$ cat config.mk
export PLATFORM = sky130hd
export DESIGN_NAME = dbg_mem_arbiter
export DESIGN_NICKNAME = d
export VERILOG_FILES = /design/src/rtl/dbg_mem_arbiter.sv
export SDC_FILE = /design/constraint.sdc
export NUM_CORES = 1
export LEC_CHECK = 0
export BUFFER_PORTS_ARGS = -buffer_cell sky130_fd_sc_hd__buf_2
export CAP_MARGIN = 5
export CELL_PAD_IN_SITES_DETAIL_PLACEMENT = 0
export CELL_PAD_IN_SITES_GLOBAL_PLACEMENT = 1
export CORE_AREA = 3 3 144 174
export DETAILED_ROUTE_END_ITERATION = 6
export DIE_AREA = 0 0 147 177
export PLACE_DENSITY = 0.84
export SLEW_MARGIN = 30
export SYNTH_ARGS = -nofsm -noshare
export SYNTH_HDL_FRONTEND = slang
export SYNTH_SLANG_ARGS = --single-unit
export TNS_END_PERCENT = 100
$ cat constraint.sdc
create_clock -name clk -period 2.7 [get_ports clk]
set_clock_uncertainty 0.1 [all_clocks]
set_input_delay 0 -clock clk [delete_from_list [all_inputs] [get_ports clk]]
set_output_delay 0 -clock clk [all_outputs]
set_load 0.05 [all_outputs]
$ cat src/rtl/dbg_mem_arbiter.sv
// ---------------------------------------------------------------------------
// dbg_mem_arbiter
// Shares the single data-memory port between the CPU load/store unit and the
// debug controller. Debug requests are one-cycle pulses whose operands are
// latched on capture. CPU and debug traffic are granted round-robin. Debug
// transfers abort after TIMEOUT cycles without mem_ack.
//
// Optional build macro: DBG_MEM_ALIGN_CHECK_EN
//   defined   : misaligned debug word accesses abort with o_dbg_err=1 and do
//               not touch memory
//   undefined : misaligned debug word accesses are aligned down (addr[1:0]=0)
//
// Ports
//   clk, rst_n                 clock / asynchronous active-low reset
//   i_dbg_req/we/byte/addr/wdata   debug request pulse and operands
//   o_dbg_busy/done/err/rdata      debug status and completion
//   i_cpu_req/we/be/addr/wdata     CPU level request, held until o_cpu_done
//   o_cpu_rdata/done/stall         CPU completion and stall
//   o_mem_req/we/be/addr/wdata     memory request, held until i_mem_ack
//   i_mem_rdata, i_mem_ack         memory response
// ---------------------------------------------------------------------------
module dbg_mem_arbiter #(
    parameter int unsigned TIMEOUT = 255,
    parameter int unsigned ADDR_W  = 32
) (
    input  logic              clk,
    input  logic              rst_n,
    input  logic              i_dbg_req,
    input  logic              i_dbg_we,
    input  logic              i_dbg_byte,
    input  logic [ADDR_W-1:0] i_dbg_addr,
    input  logic [31:0]       i_dbg_wdata,
    output logic              o_dbg_busy,
    output logic              o_dbg_done,
    output logic              o_dbg_err,
    output logic [31:0]       o_dbg_rdata,
    input  logic              i_cpu_req,
    input  logic              i_cpu_we,
    input  logic [3:0]        i_cpu_be,
    input  logic [ADDR_W-1:0] i_cpu_addr,
    input  logic [31:0]       i_cpu_wdata,
    output logic [31:0]       o_cpu_rdata,
    output logic              o_cpu_done,
    output logic              o_cpu_stall,
    output logic              o_mem_req,
    output logic              o_mem_we,
    output logic [3:0]        o_mem_be,
    output logic [ADDR_W-1:0] o_mem_addr,
    output logic [31:0]       o_mem_wdata,
    input  logic [31:0]       i_mem_rdata,
    input  logic              i_mem_ack
);

    typedef enum logic [1:0] {
        ST_IDLE,
        ST_CPU_XFER,
        ST_DBG_XFER,
        ST_DBG_DONE
    } state_t;

    // Last counter value before expiry: the TIMEOUT-th ack-less cycle aborts.
    localparam logic [15:0] TO_LAST = 16'(TIMEOUT - 1);

    state_t              r_state, w_state_next;
    logic                r_last_dbg, w_last_dbg_next;   // 1: debug had the last grant
    logic [15:0]         r_cnt, w_cnt_next;
    logic                r_dbg_pend, w_dbg_pend_next;
    logic                r_dbg_busy, w_dbg_busy_next;
    logic                r_dbg_we, w_dbg_we_next;
    logic                r_dbg_byte, w_dbg_byte_next;
    logic [ADDR_W-1:0]   r_dbg_addr, w_dbg_addr_next;
    logic [31:0]         r_dbg_wdata, w_dbg_wdata_next;
    logic                r_dbg_err, w_dbg_err_next;
    logic [31:0]         r_dbg_rdata, w_dbg_rdata_next;
    logic                r_skip, w_skip_next;           // abort without memory: keep last grant
    logic                r_mem_req, w_mem_req_next;
    logic                r_mem_we, w_mem_we_next;
    logic [3:0]          r_mem_be, w_mem_be_next;
    logic [ADDR_W-1:0]   r_mem_addr, w_mem_addr_next;
    logic [31:0]         r_mem_wdata, w_mem_wdata_next;

    logic                w_dbg_grant;
    logic                w_cpu_grant;
    logic                w_cpu_done;
    logic [7:0]          w_rd_byte;

    // Tie goes to whoever did not have the last grant.
    assign w_dbg_grant = r_dbg_pend & (~i_cpu_req | ~r_last_dbg);
    assign w_cpu_grant = i_cpu_req & ~w_dbg_grant;
    assign w_cpu_done  = (r_state == ST_CPU_XFER) & i_mem_ack;

    always_comb begin
        w_rd_byte = i_mem_rdata[7:0];
        case (r_dbg_addr[1:0])
            2'd1:    w_rd_byte = i_mem_rdata[15:8];
            2'd2:    w_rd_byte = i_mem_rdata[23:16];
            2'd3:    w_rd_byte = i_mem_rdata[31:24];
            default: w_rd_byte = i_mem_rdata[7:0];
        endcase
    end

    always_comb begin
        w_state_next     = r_state;
        w_last_dbg_next  = r_last_dbg;
        w_cnt_next       = r_cnt;
        w_dbg_pend_next  = r_dbg_pend;
        w_dbg_busy_next  = r_dbg_busy;
        w_dbg_we_next    = r_dbg_we;
        w_dbg_byte_next  = r_dbg_byte;
        w_dbg_addr_next  = r_dbg_addr;
        w_dbg_wdata_next = r_dbg_wdata;
        w_dbg_err_next   = r_dbg_err;
        w_dbg_rdata_next = r_dbg_rdata;
        w_skip_next      = r_skip;
        w_mem_req_next   = r_mem_req;
        w_mem_we_next    = r_mem_we;
        w_mem_be_next    = r_mem_be;
        w_mem_addr_next  = r_mem_addr;
        w_mem_wdata_next = r_mem_wdata;

        // Requests arriving while busy are dropped.
        if (i_dbg_req && !r_dbg_busy) begin
            w_dbg_busy_next  = 1'b1;
            w_dbg_pend_next  = 1'b1;
            w_dbg_we_next    = i_dbg_we;
            w_dbg_byte_next  = i_dbg_byte;
            w_dbg_addr_next  = i_dbg_addr;
            w_dbg_wdata_next = i_dbg_wdata;
        end

        case (r_state)
            ST_IDLE: begin
                if (w_dbg_grant) begin
                    w_dbg_pend_next = 1'b0;
                    w_mem_we_next   = r_dbg_we;
                    if (r_dbg_byte) begin
                        w_mem_be_next    = 4'b0001 << r_dbg_addr[1:0];
                        w_mem_addr_next  = r_dbg_addr;
                        w_mem_wdata_next = {4{r_dbg_wdata[7:0]}};
                    end else begin
                        w_mem_be_next    = 4'hF;
                        w_mem_addr_next  = {r_dbg_addr[ADDR_W-1:2], 2'b00};
                        w_mem_wdata_next = r_dbg_wdata;
                    end
`ifdef DBG_MEM_ALIGN_CHECK_EN
                    if (!r_dbg_byte && (r_dbg_addr[1:0] != 2'b00)) begin
                        w_skip_next      = 1'b1;
                        w_dbg_err_next   = 1'b1;
                        w_dbg_rdata_next = 32'h0;
                        w_state_next     = ST_DBG_DONE;
                    end else begin
                        w_skip_next    = 1'b0;
                        w_mem_req_next = 1'b1;
                        w_state_next   = ST_DBG_XFER;
                    end
`else
                    w_skip_next    = 1'b0;
                    w_mem_req_next = 1'b1;
                    w_state_next   = ST_DBG_XFER;
`endif
                end else if (w_cpu_grant) begin
                    w_mem_req_next   = 1'b1;
                    w_mem_we_next    = i_cpu_we;
                    w_mem_be_next    = i_cpu_be;
                    w_mem_addr_next  = i_cpu_addr;
                    w_mem_wdata_next = i_cpu_wdata;
                    w_state_next     = ST_CPU_XFER;
                end
            end
            ST_CPU_XFER: begin
                if (i_mem_ack) begin
                    w_mem_req_next  = 1'b0;
                    w_last_dbg_next = 1'b0;
                    w_state_next    = ST_IDLE;
                end
            end
            ST_DBG_XFER: begin
                // An ack in the expiry cycle still wins.
                if (i_mem_ack) begin
                    w_mem_req_next   = 1'b0;
                    w_dbg_err_next   = 1'b0;
                    w_dbg_rdata_next = r_dbg_byte ? {24'h0, w_rd_byte} : i_mem_rdata;
                    w_state_next     = ST_DBG_DONE;
                end else if (r_cnt == TO_LAST) begin
                    w_mem_req_next   = 1'b0;
                    w_dbg_err_next   = 1'b1;
                    w_dbg_rdata_next = 32'h0;
                    w_state_next     = ST_DBG_DONE;
                end else begin
                    w_cnt_next = r_cnt + 16'd1;
                end
            end
            ST_DBG_DONE: begin
                w_dbg_busy_next = 1'b0;
                w_cnt_next      = 16'd0;
                if (!r_skip) begin
                    w_last_dbg_next = 1'b1;
                end
                w_state_next = ST_IDLE;
            end
            default: w_state_next = ST_IDLE;
        endcase
    end

    always_ff @(posedge clk or negedge rst_n) begin
        if (!rst_n) begin
            r_state     <= ST_IDLE;
            r_last_dbg  <= 1'b1;
            r_cnt       <= 16'd0;
            r_dbg_pend  <= 1'b0;
            r_dbg_busy  <= 1'b0;
            r_dbg_we    <= 1'b0;
            r_dbg_byte  <= 1'b0;
            r_dbg_addr  <= '0;
            r_dbg_wdata <= 32'h0;
            r_dbg_err   <= 1'b0;
            r_dbg_rdata <= 32'h0;
            r_skip      <= 1'b0;
            r_mem_req   <= 1'b0;
            r_mem_we    <= 1'b0;
            r_mem_be    <= 4'h0;
            r_mem_addr  <= '0;
            r_mem_wdata <= 32'h0;
        end else begin
            r_state     <= w_state_next;
            r_last_dbg  <= w_last_dbg_next;
            r_cnt       <= w_cnt_next;
            r_dbg_pend  <= w_dbg_pend_next;
            r_dbg_busy  <= w_dbg_busy_next;
            r_dbg_we    <= w_dbg_we_next;
            r_dbg_byte  <= w_dbg_byte_next;
            r_dbg_addr  <= w_dbg_addr_next;
            r_dbg_wdata <= w_dbg_wdata_next;
            r_dbg_err   <= w_dbg_err_next;
            r_dbg_rdata <= w_dbg_rdata_next;
            r_skip      <= w_skip_next;
            r_mem_req   <= w_mem_req_next;
            r_mem_we    <= w_mem_we_next;
            r_mem_be    <= w_mem_be_next;
            r_mem_addr  <= w_mem_addr_next;
            r_mem_wdata <= w_mem_wdata_next;
        end
    end

    assign o_dbg_busy  = r_dbg_busy;
    assign o_dbg_done  = (r_state == ST_DBG_DONE);
    assign o_dbg_err   = r_dbg_err;
    assign o_dbg_rdata = r_dbg_rdata;
    assign o_cpu_done  = w_cpu_done;
    assign o_cpu_rdata = w_cpu_done ? i_mem_rdata : 32'h0;
    assign o_cpu_stall = i_cpu_req & ~w_cpu_done;
    assign o_mem_req   = r_mem_req;
    assign o_mem_we    = r_mem_we;
    assign o_mem_be    = r_mem_be;
    assign o_mem_addr  = r_mem_addr;
    assign o_mem_wdata = r_mem_wdata;

endmodule

==> impl_metrics.yaml <==
synth:
  ys_types: 52
  synth-compound-area-share_pct: 13.6
  ys.flop_type: "dfrtp_1"
  synthMuxAreaShare_pct: 16.9
  synth_xor_area_share_pct: 0.0984
  synth_most_common_cell: "dfrtp_1"
  ys_top_cells_by_area: "dfrtp_1, mux2i_1, mux2_2, o21ai_0, nand2_1"
  yosysWarnings: 0
  synthCells: 810
  synth_top_area_share_pct: 53.1
  synth_fa_ha_area_share_pct: 0.984
  yosys-top-cells-count: "dfrtp_1, o21ai_0, nand2_1"
  synth_edf_count: 0
  synth_top_family_by_area: "multiplexers"
  yosysTopAreaCell: "dfrtp_1"
  syn_area_um2: 8900
  yosys.area_share.simple_pct: 11.6
  ys_seq_elements: 190
  syn_area_per_cell_um2: 11.0
  synthArstFlopShare_pct: 100
  synth_nets: 989
  ys_seq_area_share_pct: 53.4
detailed_routing:
  final_antenna_net_count: 0
  drcViolationCount: 0
  num_vias: 8102
  drt_iter0_markers: 463
  wirelength_um: 29000
  dr.pass1.iters: 5
  vias_per_cell: 5.05
  routedWlPerCell_um: 18.1
finish:
  area_growth_syn_to_layout_pct: 48.8
  final_design_area_no_fill_um2: 13200
  nets: 1454
  final_layout_size_suffix_gt1_share_pct: 34.8
  num_antenna_cells: 0
floorplanning:
  fp.dieH_um: 177
  fp.coreArea_um2: 23400
  initial_core_util_pct: 38.1
  die_w_um: 147
  io_pins: 311
  row_count: 61
  die_area_um2: 26000
pwr:
  seqPwrFrac_pct: 32.1
  p_sw_mw: 7.70
  p_int_mw: 8.20
  ir_drop_uv: 716
  clkPwrFrac_pct: 15.8
  p_leak_nw: 6.50
  power_density_nw_per_um2: 1200
  combPwrFrac_pct: 52.1
  switching_share_pct: 48.4
job:
  drv_cap: 0
global_route:
  antenna_found_initial: 0
  grt_overflow: 0
  grt_pass1_wl_um: 45600
  grt_pass1_vias: 8406
  grt_max_degree: 84
  grt_usage_pct: 22.1
critical_path:
  endpoint_kind: "flop"
  worst-path-buf-inv: 1
  slowest_delay_ps: 550
  critPathKind: "reg -> reg"
  critPathRequiredTime_ps: 2960
  slowest_stage: "or4_1"
  cp_max_fo: 13
  crit_chain: "inv_1 -> ha_1 -> nor2_1 -> nand4b_1 -> or4_1 -> a21oi_1"
  critPathArrivalTime_ps: 2670
  startpoint_type: "flop"
  crit_family: "simple AND/OR/NAND/NOR gates"
  ff2ff_setup_slack_ps: 290
timing:
  whs_ps: 63.6
  worst_pin_slew_ps: 725
  max_freq_ghz: 0.414
  min_period_ps: 2410
  tns_ps: 0
  hold_violations: 0
  relSlewSlack_pct: 51.7
  finalMaxSlewViolations: 0
  setup_viol: 0
  min_period_over_period_pct: 89.4
  rsz0062_at_grt: "no"
place:
  portBuffers: 310
  placed_area_um2: 11000
  post-dp-hpwl_um: 19500
  routabilityCongestion: 0.875
clocking:
  clk_latency_ps: 430
  cts.repair.resized: 0
  cts-buffers-inserted: 17
  clk_pin_slew_ps: 80
  post_cts_buffers: 0
  htreeDepth: 4
  cts_sinks: 190
  clock_path_buffers: 2
  cts_tree: "yes"
  cts_hold_buf: 170
  cts-root-buf: "clkbuf_16"
status:
  outcome: "finished clean"
hold_path:
  hp-class: "in -> reg"
[layer usage]
layer,track usage [%],routed length (um)
met5,0,0
met3,5.07,1540
met2,40.4,15300
met4,6.53,586
met1,25.7,11600
[tightest hold or removal path, stage by stage]
cell and delay (ps):
buf_2 290, mux2i_1 220, a21oi_1 80
[flip-flops by register name, summed over array words and instances, names as in the netlist, 2 cells and up]
| signal | flops |
|---|---|
| o_dbg_rdata | 32 |
| r_state | 2 |
| r_dbg_wdata | 32 |
| o_mem_be | 4 |
| r_cnt | 16 |
| o_mem_wdata | 32 |
| o_mem_addr | 32 |
| r_dbg_addr | 32 |
[cells by family (layout without fill, tap and decap cells)]
logic type | after synthesis | count (layout)
AND/OR/NAND/NOR | 204 | 204
flip-flops | 190 | 190
buffers and inverters | 70 | 548
multiplexers | 142 | 142
XOR/XNOR | 1 | 1
AO/OA/AOI/OAI | 196 | 196
adder cells (fa/ha/maj) | 7 | 7
[layout make-up]
class / instances / area (um^2)
Fill cell: 2020 / 10100
Timing Repair Buffer: 508 / 3600
Tap cell: 315 / 394
Sequential cell: 190 / 4760
Clock inverter: 13 / 144
Multi-Input combinational cell: 550 / 3870
Inverter: 8 / 30.0
Clock buffer: 19 / 443
[power by group through the flow]
| stage | registers [mW] | logic (mW) | clock network (mW) |
|---|---|---|---|
| floorplan | 7.36 | 3.47 | 0 |
| global placement | 5.09 | 7.87 | 0 |
| detailed placement | 5.13 | 8.09 | 0 |
| CTS | 5.09 | 8.30 | 2.57 |
| global route | 5.27 | 8.89 | 2.68 |
| finish | 5.10 | 8.29 | 2.51 |
[path summary, 6_finish.rpt]
path                                startpoint               to  depth (start not counted)
worst max-delay path                r_state[0]        r_cnt[14]                          6
worst min-delay path                 i_mem_ack       r_last_dbg                          3
worst max register to register      r_state[0]        r_cnt[14]                          6
worst min register to register  o_dbg_rdata[4]   o_dbg_rdata[4]                          1
max in group asynchronous                rst_n  o_mem_wdata[27]                          3
min in group asynchronous                rst_n  o_dbg_rdata[10]                          2
[per-stage QoR]
step / power, mW / std cells / utilization (%) / setup slack [ps]
global route: 16.8 / 1603 / 56.7 / 134
global placement: 13.0 / 1399 / 46.7 / 419
detailed placement: 13.2 / 1401 / 46.9 / 354
finish: 15.9 / 1603 / 56.7 / 286
floorplan: 10.8 / 810 / - / 361
CTS: 16.0 / 1603 / 56.7 / 307
[cells in the final DEF (no fill, tap or decap), drive strengths merged, types with 7 or more instances in the layout]
cell type | synthesis | routed
clkbuf | 40 | 20
dfrtp | 189 | 189
nand3 | 12 | 12
nand2 | 105 | 105
a22o | 20 | 20
o31ai | 7 | 7
o21ai | 111 | 111
and3 | 33 | 33
or4 | 9 | 9
a21o | 13 | 13
nor2 | 7 | 7
buf | 22 | 337
mux2i | 76 | 76
o2bb2ai | 8 | 8
a21oi | 20 | 20
inv | 8 | 14
ha | 7 | 7
dlygate4sd3 | 0 | 170
mux2 | 66 | 66
No activity file was read; power rests on OpenSTA's default activity.
